## src/rtl/ym2203_bus_master.sv

```systemverilog
// YM2203 register-bus initiator: address cycle, data/read cycle and chip wait times in CE ticks.
// Optional YM_BUSY_POLL_EN: FM-write recovery polls the status busy bit instead of counting FM_WAIT.
module ym2203_bus_master #(
  parameter int ADDR_WAIT = 17,
  parameter int FM_WAIT   = 83,
  parameter int PSG_WAIT  = 1,
  parameter int RD_LAT    = 2,
  parameter int CNT_W     = 7
) (
  input  logic       CLK,
  input  logic       RESET_N,
  input  logic       CE,
  input  logic       CMD_VALID,
  output logic       CMD_READY,
  input  logic       CMD_RD,
  input  logic [7:0] CMD_REG,
  input  logic [7:0] CMD_DATA,
  output logic       RD_VALID,
  output logic [7:0] RD_DATA,
  output logic       BUSY,
  output logic       YM_A0,
  output logic       YM_WE,
  output logic [7:0] YM_DO,
  input  logic [7:0] YM_DI
);

  typedef enum logic [2:0] {S_IDLE, S_ADDR, S_AWAIT, S_DATA, S_DWAIT, S_READ, S_POLL} state_t;

  localparam logic [CNT_W-1:0] RDL = CNT_W'(RD_LAT - 1);

  state_t           state_q, state_d;
  logic [CNT_W-1:0] cnt_q, cnt_d;
  logic             ph_q, ph_d;
  logic             rd_q, rd_d;
  logic [7:0]       reg_q, reg_d, dat_q, dat_d;
  logic             a0_q, a0_d;
  logic [7:0]       do_q, do_d;
  logic             rdv_q, rdv_d;
  logic [7:0]       rdata_q, rdata_d;
  logic             rdy_en_q;
  logic             wait_done, fm;
  logic [CNT_W-1:0] cnt_dec;
`ifdef YM_BUSY_POLL_EN
  localparam int POLL_MAX = 255;
  logic [7:0] poll_q, poll_d;
`endif

  // Leave a wait state on the CE that consumes the last tick, or at once for a zero load.
  assign wait_done = (cnt_q == '0) || (CE && cnt_q == CNT_W'(1));
  assign cnt_dec   = cnt_q - {{(CNT_W-1){1'b0}}, CE};
  assign fm        = reg_q >= 8'h10;

  assign CMD_READY = rdy_en_q && state_q == S_IDLE;
  assign BUSY      = rdy_en_q && state_q != S_IDLE;
  // ph_q gives A0/DO one setup cycle before WE inside ADDR and DATA.
  assign YM_WE     = ph_q && (state_q == S_ADDR || state_q == S_DATA);
  assign YM_A0     = a0_q;
  assign YM_DO     = do_q;
  assign RD_VALID  = rdv_q;
  assign RD_DATA   = rdata_q;

  always_comb begin
    state_d = state_q;
    cnt_d   = cnt_q;
    ph_d    = ph_q;
    rd_d    = rd_q;
    reg_d   = reg_q;
    dat_d   = dat_q;
    a0_d    = a0_q;
    do_d    = do_q;
    rdv_d   = 1'b0;
    rdata_d = rdata_q;
`ifdef YM_BUSY_POLL_EN
    poll_d  = poll_q;
`endif
    case (state_q)
      S_IDLE: if (CMD_VALID && CMD_READY) begin
        rd_d    = CMD_RD;
        reg_d   = CMD_REG;
        dat_d   = CMD_DATA;
        a0_d    = 1'b0;
        do_d    = CMD_REG;
        ph_d    = 1'b0;
        state_d = S_ADDR;
      end
      S_ADDR: if (!ph_q) ph_d = 1'b1;
              else begin
                cnt_d   = CNT_W'(ADDR_WAIT);
                state_d = S_AWAIT;
              end
      S_AWAIT: if (wait_done) begin
        a0_d = 1'b1;
        if (rd_q) begin
          cnt_d   = RDL;
          state_d = S_READ;
        end else begin
          do_d    = dat_q;
          ph_d    = 1'b0;
          state_d = S_DATA;
        end
      end else cnt_d = cnt_dec;
      S_DATA: if (!ph_q) ph_d = 1'b1;
              else begin
`ifdef YM_BUSY_POLL_EN
                if (fm) begin
                  a0_d    = 1'b0;
                  cnt_d   = RDL;
                  poll_d  = '0;
                  state_d = S_POLL;
                end else begin
                  cnt_d   = CNT_W'(PSG_WAIT);
                  state_d = S_DWAIT;
                end
`else
                cnt_d   = fm ? CNT_W'(FM_WAIT) : CNT_W'(PSG_WAIT);
                state_d = S_DWAIT;
`endif
              end
      S_DWAIT: if (wait_done) state_d = S_IDLE;
               else cnt_d = cnt_dec;
      S_READ: if (cnt_q == '0) begin
        rdata_d = YM_DI;
        rdv_d   = 1'b1;
        state_d = S_IDLE;
      end else cnt_d = cnt_q - CNT_W'(1);
`ifdef YM_BUSY_POLL_EN
      S_POLL: begin
        poll_d = poll_q + 8'd1;
        if (poll_q == 8'(POLL_MAX - 1)) state_d = S_IDLE;
        else if (cnt_q == '0) begin
          if (YM_DI[7]) cnt_d = RDL;
          else state_d = S_IDLE;
        end else cnt_d = cnt_q - CNT_W'(1);
      end
`endif
      default: state_d = S_IDLE;
    endcase
  end

  always_ff @(posedge CLK or negedge RESET_N) begin
    if (!RESET_N) begin
      state_q  <= S_IDLE;
      cnt_q    <= '0;
      ph_q     <= 1'b0;
      rd_q     <= 1'b0;
      reg_q    <= '0;
      dat_q    <= '0;
      a0_q     <= 1'b0;
      do_q     <= '0;
      rdv_q    <= 1'b0;
      rdata_q  <= '0;
      rdy_en_q <= 1'b0;
    end else begin
      state_q  <= state_d;
      cnt_q    <= cnt_d;
      ph_q     <= ph_d;
      rd_q     <= rd_d;
      reg_q    <= reg_d;
      dat_q    <= dat_d;
      a0_q     <= a0_d;
      do_q     <= do_d;
      rdv_q    <= rdv_d;
      rdata_q  <= rdata_d;
      rdy_en_q <= 1'b1;
    end
  end

`ifdef YM_BUSY_POLL_EN
  always_ff @(posedge CLK or negedge RESET_N) begin
    if (!RESET_N) poll_q <= '0;
    else          poll_q <= poll_d;
  end
`endif

endmodule
```

## config.mk

```make
export PLATFORM = sky130hd
export DESIGN_NAME = ym2203_bus_master
export DESIGN_NICKNAME = d
export VERILOG_FILES = /design/src/rtl/ym2203_bus_master.sv
export SDC_FILE = /design/constraint.sdc
export NUM_CORES = 1
export LEC_CHECK = 0
export CORE_MARGIN = 10
export CORE_UTILIZATION = 45
export DETAILED_ROUTE_END_ITERATION = 10
export PLACE_DENSITY_LB_ADDON = 0.05
export SETUP_SLACK_MARGIN = 0.4
export SYNTH_ARGS = -nofsm -noshare
export SYNTH_HDL_FRONTEND = slang
export SYNTH_SLANG_ARGS = --single-unit
```

## constraint.sdc

```tcl
create_clock -name CLK -period 3.9 [get_ports CLK]
set_clock_uncertainty 0.15 [all_clocks]
set_input_delay 0.39 -clock CLK [delete_from_list [all_inputs] [get_ports CLK]]
set_output_delay 0.39 -clock CLK [all_outputs]
set_load 0.005 [all_outputs]
```

==> results.md <==
- DPL Wire Length: about 3700 um
- H-Tree Depth: 2
- Worst slew margin: 0.363
- Largest net degree at the start of global routing: 44
- Register-to-register setup slack: 1.17 ns
- XOR/XNOR Fraction of Synth Area: 0.0115
- Fin util: 0.605
- Die H: about 91 um
- CORE AREA: 0.00482 mm2
- Area delta synth->final: 27.7%
- Final-stage net count: between 200 and 300
- 1st-iter DRT viols: 130
- Clock Latency Late Sink: 0.30 ns
- Sw Share: 0.376
- Syn avg cell area: around 11 um2
- Drt first pass iters: 4
- Cell-by-cell trace of the critical path: inv_1, ha_1, a21oi_1, nor2_1, a311oi_2, o31ai_1, a22o_2
- Drt via density: 5.48
- R2R cell count: 7
- P_sw: 0.842 mW
- Max_cap viols: 0
- Mapped Nets: 250
- Post-Synth Adder-Cell Area: 0.0219
- Worst EP required: 3.94 ns
- Slew @ Worst Pin: about 0.95 ns
- Post-synth EDFFs: 0
- Synth Instances: ~220
- WL/cell: about 16 um
- Die Span X: 91.2 um
- Clock share of power: 0.192
- Compound-gate portion of the synthesized area: 0.161
- Largest family of logic cells by synthesized area: compound AO/OA/AOI/OAI gates
- Status: completed
- Period utilization: 0.699
- Critical path startpoint: cnt_q[0]
- Starting Density: 0.474
- Top post-synthesis cells by area: dfrtp_1 47%, mux2_2 9.9%, a21oi_1 3.9%
- Initial antenna violation count: 0
- CP max stage cell: a311oi_2
- Vias in the first global route: 1723
- Main synth FF type: dfrtp_1
- Setup crit start kind: register
- Number of setup violations in the final report: 0
- Ports: 50
- Overall power: about 2.2 mW
- Row count: 25
- Register area share after synthesis: 0.471
- Input/output buffers: 49
- Largest area contributor in the netlist: dfrtp_1
- Reg2reg start: cnt_q[0]
- Timing-limited maximum frequency: 367 MHz
- CTS Buffer Depth: 2
- Mux contribution to synthesized area: 0.134
- CP Capture Type: register
- Fin. Hold Viols: 0
- CP peak stage delay: 0.70 ns
- Most common cell after layout, fill and taps aside: clkdlybuf4s50_1
- Sequential Power Share: 0.361
- Async SR Flop Fraction: 1.00
- Yosys top cell area share: 0.471
- Gate power share: 0.447
- Post_cts resized: 0
- Reg2reg end: cnt_q[4]
- Post-route setup slack: 1.17 ns
- Cell Int Power: 1.40 mW
- Synthesized flop and latch total: 43
- Total number of vias: 1797
- Layout cells sized above 1: 0.149
- Setup TNS: 0 ns
- Residual DRC: 0
- CTS clk-pin slew, worst paths: about 0.09 ns
- N_diodes: 0
- Count of cell types in the netlist: 47
- Num CTS Buffers: 5
- Hold Path Class: input pin to asynchronous set/reset pin
- CP Capture Point: cnt_q[4]
- Overflow after GRT: 0
- Gpl congestion: 0.851
- Static leakage: 1.20 nW
- Commonest cells after routing, fill and taps aside: 48 x clkdlybuf4s50_1, 43 x dfrtp_1, 21 x nor2_1
- YS warnings: 0
- Min Tclk post-route: roughly 2.7 ns
- Pre-CTS setup slack: 1.13 ns
- Arrival @ worst endpoint: 2.77 ns
- TritonCTS clock tree: built
- Simple logic cell fraction of the synthesized area: 0.152
- Root buffer selected by CTS: clkbuf_8
- Clk sink count: 43
- GRT Util Overall: 0.126
- RSZ-0062 raised after global routing: false
- Pwr dens: 769 mW/mm2
- Post-CTS setup buffers: 0
- Crit-path max FO: 12
- Routed Wire Length: 5160 um
- Die Footprint: approximately 0.0083 mm2
- CTS Hold Bufs: 0
- Setup CP Type: register to register
- Final ANT Viol Nets: 0
- First-pass GRT wire length: 8830 um
- Post-Syn Area: 0.00228 mm2
- Max-slew violations: 0
- Maximum VDD drop: 0.371 mV
-- critical path: cells and delay by family, from the launching register on --
kind	cells	cell delay (ns)
AND/OR/NAND/NOR	1	0.10
AO/OA/AOI/OAI	4	1.57
flip-flops	1	0.44
buffers and inverters	1	0.09
adder cells (fa/ha/maj)	1	0.27
-- cell usage after synthesis (4+ instances only) --
cell type	n
a31oi_1	4
nor3_1	5
a21oi_1	18
buf_2	5
inv_1	6
nand2_1	12
nor2_1	21
mux2_2	20
mux2i_1	8
o31ai_1	5
dfrtp_1	43
o21ai_0	11
ha_1	4
-- power by group through the flow --
stage / sequential (mW) / combinational (mW) / clock, mW
6_report: 0.809 / 1.00 / 0.431
5_1_grt: 0.840 / 1.13 / 0.455
4_1_cts: 0.808 / 1.01 / 0.436
3_5_place_dp: 0.815 / 1.01 / 0
3_3_place_gp: 0.813 / 1.00 / 0
2_1_floorplan: 0.730 / 0.780 / 0
-- final cells by class --
class | instances | area (um2)
clock buffer | 5 | 68.8
clock inverter | 3 | 71.3
sequential | 43 | 1080
timing repair buffer | 50 | 493
multi-input combinational | 154 | 1100
fill | 430 | 1900
tap | 67 | 83.8
inverter | 6 | 22.5
-- how the worst min path moves through the flow --
stage | endpoint | slack [ns] | depth (start not counted)
6_report | state_q[1] | 0.08 | 1
5_1_grt | state_q[1] | 0.16 | 1
4_1_cts | state_q[1] | 0.12 | 1
3_5_place_dp | RD_DATA[0] | 0.35 | 1
3_3_place_gp | dat_q[6] | 0.34 | 1
2_1_floorplan | RD_DATA[0] | -0.06 | 0
-- registers in the layout, indices dropped and copies added (netlist names) --
register / count
RD_DATA: 8
YM_DO: 8
dat_q: 8
cnt_q: 7
reg_q: 4
state_q: 3
RD_VALID: 1
YM_A0: 1
ph_q: 1
rd_q: 1
rdy_en_q: 1
-- through the flow --
step                      instances  cell area [um2]  hold WS [ns]
after floorplan                 217             2280       -0.0556
after global placement          320             2780         0.340
after detailed placement        320             2780         0.346
after CTS                       328             2920         0.119
after global routing            328             2920         0.159
final                           328             2920        0.0764
-- layer usage --
metal	GRT usage	wire, um
met1	0.168	2320
met2	0.194	2490
met3	0.0403	305
met4	0.0313	48
met5	0	0
-- cells by family after synthesis --
logic type / after synthesis
AOI/OAI and AO/OA: 55
xor gates and xnor gates: 3
adders and majority gates: 4
buffers and inverters: 20
DFF: 43
muxes: 28
other: 1
and+or+nand+nor: 63
Power figures use the tool's default switching activity.
